### src/rtl/rsp_encode_pkg.sv
// rtl/rsp_encode_pkg.sv - constants and FSM encoding shared by the SDRAM/UART command and response blocks
package rsp_encode_pkg;

    // Command decoder framing bytes
    localparam logic [7:0] CMD_WR_HEAD = 8'h55;
    localparam logic [7:0] CMD_RD_HEAD = 8'hAA;

    // Response encoder defaults
    localparam logic [7:0]  RSP_HEAD_DEF  = 8'hAA;
    localparam int unsigned BURST_LEN_DEF = 4;

    typedef enum logic [2:0] {
        ST_IDLE    = 3'd0,
        ST_HEAD    = 3'd1,
        ST_POP     = 3'd2,
        ST_LATCH   = 3'd3,
        ST_SEND    = 3'd4,
        ST_WAIT_TX = 3'd5
    } rsp_state_t;

endpackage

### src/rtl/rsp_encode.sv
// rtl/rsp_encode.sv - read-response encoder: header plus burst bytes from the read FIFO to uart_tx
module rsp_encode
    import rsp_encode_pkg::*;
#(
    parameter int unsigned BURST_LEN = BURST_LEN_DEF,
    parameter logic [7:0]  RSP_HEAD  = RSP_HEAD_DEF,
    parameter bit          HEAD_EN   = 1'b1
) (
    input  logic       s_clk,
    input  logic       s_rst_n,
    input  logic       rd_done,
    input  logic       rfifo_empty,
    output logic       rfifo_rd_en,
    input  logic [7:0] rfifo_rd_data,
    output logic       tx_trig,
    output logic [7:0] tx_data,
    input  logic       tx_busy,
    output logic       rsp_busy
);

    localparam logic [7:0] LAST_CNT = BURST_LEN[7:0];

    rsp_state_t state, state_nxt;
    logic [7:0] byte_cnt, byte_cnt_nxt;
    logic [7:0] tx_data_nxt;
    logic       pend, pend_nxt;
    // Set after the first WAIT_TX cycle; tx_busy is only trusted once this is high
    logic       wait_armed, wait_armed_nxt;

    // State and datapath registers
    always_ff @(posedge s_clk or negedge s_rst_n) begin
        if (!s_rst_n) begin
            state      <= ST_IDLE;
            byte_cnt   <= 8'd0;
            pend       <= 1'b0;
            tx_data    <= 8'd0;
            wait_armed <= 1'b0;
        end else begin
            state      <= state_nxt;
            byte_cnt   <= byte_cnt_nxt;
            pend       <= pend_nxt;
            tx_data    <= tx_data_nxt;
            wait_armed <= wait_armed_nxt;
        end
    end

    // Next-state, pending-request capture and strobe decode
    always_comb begin
        state_nxt      = state;
        byte_cnt_nxt   = byte_cnt;
        pend_nxt       = pend;
        tx_data_nxt    = tx_data;
        wait_armed_nxt = 1'b0;
        tx_trig        = 1'b0;
        rfifo_rd_en    = 1'b0;
        rsp_busy       = (state != ST_IDLE);

        case (state)
            ST_IDLE: begin
                if (rd_done || pend) begin
                    state_nxt    = HEAD_EN ? ST_HEAD : ST_POP;
                    byte_cnt_nxt = 8'd0;
                    // A rd_done arriving while a pending request is consumed must not be lost
                    pend_nxt     = pend && rd_done;
                    // Header is loaded on entry so tx_data is already valid under tx_trig
                    if (HEAD_EN) begin
                        tx_data_nxt = RSP_HEAD;
                    end
                end
            end
            ST_HEAD: begin
                tx_trig   = 1'b1;
                state_nxt = ST_WAIT_TX;
            end
            ST_POP: begin
                if (!rfifo_empty) begin
                    rfifo_rd_en = 1'b1;
                    state_nxt   = ST_LATCH;
                end
            end
            ST_LATCH: begin
                tx_data_nxt = rfifo_rd_data;
                state_nxt   = ST_SEND;
            end
            ST_SEND: begin
                tx_trig      = 1'b1;
                byte_cnt_nxt = byte_cnt + 8'd1;
                state_nxt    = ST_WAIT_TX;
            end
            ST_WAIT_TX: begin
                wait_armed_nxt = 1'b1;
                if (wait_armed && !tx_busy) begin
                    state_nxt = (byte_cnt == LAST_CNT) ? ST_IDLE : ST_POP;
                end
            end
            default: begin
                state_nxt = ST_IDLE;
            end
        endcase

        // One-deep pending slot; further requests while it is full are dropped
        if (state != ST_IDLE && rd_done) begin
            pend_nxt = 1'b1;
        end
    end

endmodule

### config.mk
export PLATFORM = sky130hd
export DESIGN_NAME = rsp_encode
export DESIGN_NICKNAME = d
export VERILOG_FILES = /design/src/rtl/rsp_encode_pkg.sv /design/src/rtl/rsp_encode.sv
export SDC_FILE = /design/constraint.sdc
export NUM_CORES = 1
export LEC_CHECK = 0
export CAP_MARGIN = 20
export CORE_UTILIZATION = 50
export DETAILED_ROUTE_END_ITERATION = 10
export PLACE_DENSITY_LB_ADDON = 0.08
export SLEW_MARGIN = 20
export SYNTH_ARGS = -nofsm -noshare
export SYNTH_HDL_FRONTEND = slang
export SYNTH_SLANG_ARGS = --single-unit
### constraint.sdc
create_clock -name s_clk -period 4.77 [get_ports s_clk]
set_input_delay 1.1925 -clock s_clk [delete_from_list [all_inputs] [get_ports s_clk]]
set_output_delay 1.1925 -clock s_clk [all_outputs]
set_load 0.02 [all_outputs]
==> results.cfg <==
[status]
status = finished clean

[finish]
area_delta_synth_final_pct = 23.5
layout.nets = 146
drive_gt1_share_pct = 4.62
n_antenna_cell = 0

[synthesis]
synth_largest_area_cell = dfrtp_1
syn_area_per_cell_um2 = 9.68
ys_top_cells_by_area = dfrtp_1 (50%), nand2_1 (5.0%), o21ai_0 (4.7%)
postSynth.asyncResetShare_pct = 100
synth_edf_count = 0
synth.most_common_cell = dfrtp_1
synthCells = 109
syn_area_mm2 = 0.00105
synth_cell_types = 34
yosys_register_bits = 21
synth_common_cells = dfrtp_1 (21), nand2_1 (14), nor2_1 (13)
synth_fp_nets = 124
ys.flop_type = dfrtp_1
synth_top_area_share_pct = 49.8
synth-seq-area-share_pct = 49.8
synth_warnings = 0

[pwr]
finalPower_mw = 0.718
power_density_mw_per_mm2 = 551
leakagePower_nw = 0.542
ir_worst_vdd_v = 0.000386

[die]
start_util_pct = 53.2
die_x_um = 47.9
die_area_mm2 = 0.00230
core_mm2 = 0.00198
die_h_um = 47.9
row_count = 16
io_pins = 24

[timing]
hold_viol_final = 0
holdWs_ns = 0.501
worst_slack_ns = 1.25
finalSetupViolations = 0
timing.final.crit_share_pct = 73.8
min_period_ns = 3.52
clock.fmax_mhz = 284
setup_tns_ns = 0
slew_violations = 0
rsz0062_at_grt = false
relSlewSlack_pct = 36.9
max_slew.worst_pin.slew_ns = 0.943
finClkSkew_ns = 0.0103

[detailed_routing]
drtIter0Drc = 15
drc = 0
drtPass1Iterations = 4
viasPerCell = 5.38
drt.antenna.violating_nets = 0
vias = 845
wire_per_inst_um = 13.0
wirelength_mm = 2.05

[clock_network]
cts_resized = 0
cts-htree-levels = 1
clkTransAtPathRegs_ns = 0.11
tritoncts = yes
cts_root_buffer = clkbuf_4
clk_path_buf_depth = 2
post-cts-setup-buffer-count = 0
cts_buffers = 3
cts.sinks = 21
clkLatencyLatePin_ns = 0.30
hold_buffers = 0

[grt]
grt_max_degree = 22
grt_pass1_wl_mm = 3.06
grt_use_total_pct = 19.6
antenna_found_initial = 0
grt_remaining_overflow = 0
grt_pass1_vias = 653

[setup_path]
cp-start-kind = input pin
crit_type = input pin to primary output
crit_required_ns = 3.58
path_max_fanout = 2
critPathCaptureType = primary output
crit_arrival_ns = 2.33

[place]
io_buffers = 23
gp_congestion = 0.852
hpwl_mm = 1.52
place_ws_ns = 1.26

[worst_hold_path]
min_path_type = flip-flop to flip-flop

[job]
timing.max_cap.violations = 0
[final timing paths]
path | to | startpoint | cells past startpoint | slack, ns
setup / recovery | rfifo_rd_en | rfifo_empty | 3 | 1.25
hold / removal | byte_cnt[7]$_DFFE_PN0P_ | byte_cnt[7]$_DFFE_PN0P_ | 1 | 0.50
setup reg to reg | state[1]$_DFFE_PN0P_ | byte_cnt[0]$_DFFE_PN0P_ | 5 | 2.94
hold reg to reg | byte_cnt[7]$_DFFE_PN0P_ | byte_cnt[7]$_DFFE_PN0P_ | 1 | 0.50
max in group asynchronous | state[0]$_DFFE_PN0P_ | s_rst_n | 1 | 2.78
min in group asynchronous | byte_cnt[1]$_DFFE_PN0P_ | s_rst_n | 1 | 1.40
[cells in the final DEF, fill, tap and decap left out, drive strengths merged, types with 3 or more instances in the layout]
master | synthesis | final
clkdlybuf4s50 | 0 | 23
inv | 4 | 4
clkbuf | 0 | 3
nand2 | 14 | 14
mux2i | 3 | 3
nor2 | 13 | 13
o21ai | 10 | 10
dfrtp | 21 | 21
nand3 | 3 | 3
a21oi | 6 | 6
[cell type report]
| type | instances | area, um^2 |
|---|---|---|
| inverter | 4 | 15.0 |
| sequential | 21 | 526 |
| timing repair buffer | 23 | 230 |
| tap | 27 | 33.8 |
| clock buffer | 3 | 22.5 |
| fill | 162 | 679 |
| clock inverter | 1 | 5.00 |
| multi-input combinational | 78 | 470 |
[power by group]
| part | internal, mW | switching, mW |
|---|---|---|
| clock | 0.0312 | 0.0520 |
| combinational | 0.157 | 0.177 |
| sequential | 0.240 | 0.0602 |
| total | 0.429 | 0.290 |
[per-stage QoR]
| step | instance area (um^2) | cells | util, % |
|---|---|---|---|
| finish | 1300 | 157 | 65.7 |
| global route | 1300 | 157 | 65.7 |
| CTS | 1300 | 157 | 65.7 |
| detailed placement | 1270 | 153 | 64.3 |
| global placement | 1270 | 153 | 64.3 |
| floorplan | 1050 | 109 | - |
[flip-flops by register name (all words and copies together) (netlist names)]
| signal | count |
|---|---|
| byte_cnt | 8 |
| tx_data | 8 |
| state | 3 |
| pend | 1 |
| wait_armed | 1 |
[per-layer routing]
layer	track usage [%]	share of wire (%)	vias to the layer above	wire, um
met4	6.67	0.44	0	9
met5	0	0	-	0
met2	29.5	50	23	1030
met1	28.4	45	399	919
li1	-	-	421	-
met3	3.40	4.3	2	88
[cells by family after synthesis]
family	after synthesis	share of synthesized area, %
buffers and inverters	10	5.57
muxes	3	2.85
AOI/OAI and AO/OA	25	14.5
adders and majority gates	3	3.32
and+or+nand+nor	46	23.1
xor gates and xnor gates	1	0.831
DFF	21	49.8
[critical path, cell delays in order]
cell and delay [ns]:
clkdlybuf4s50_1 0.42, nor2_1 0.11, clkdlybuf4s50_1 0.60
Power figures use the tool's default switching activity.
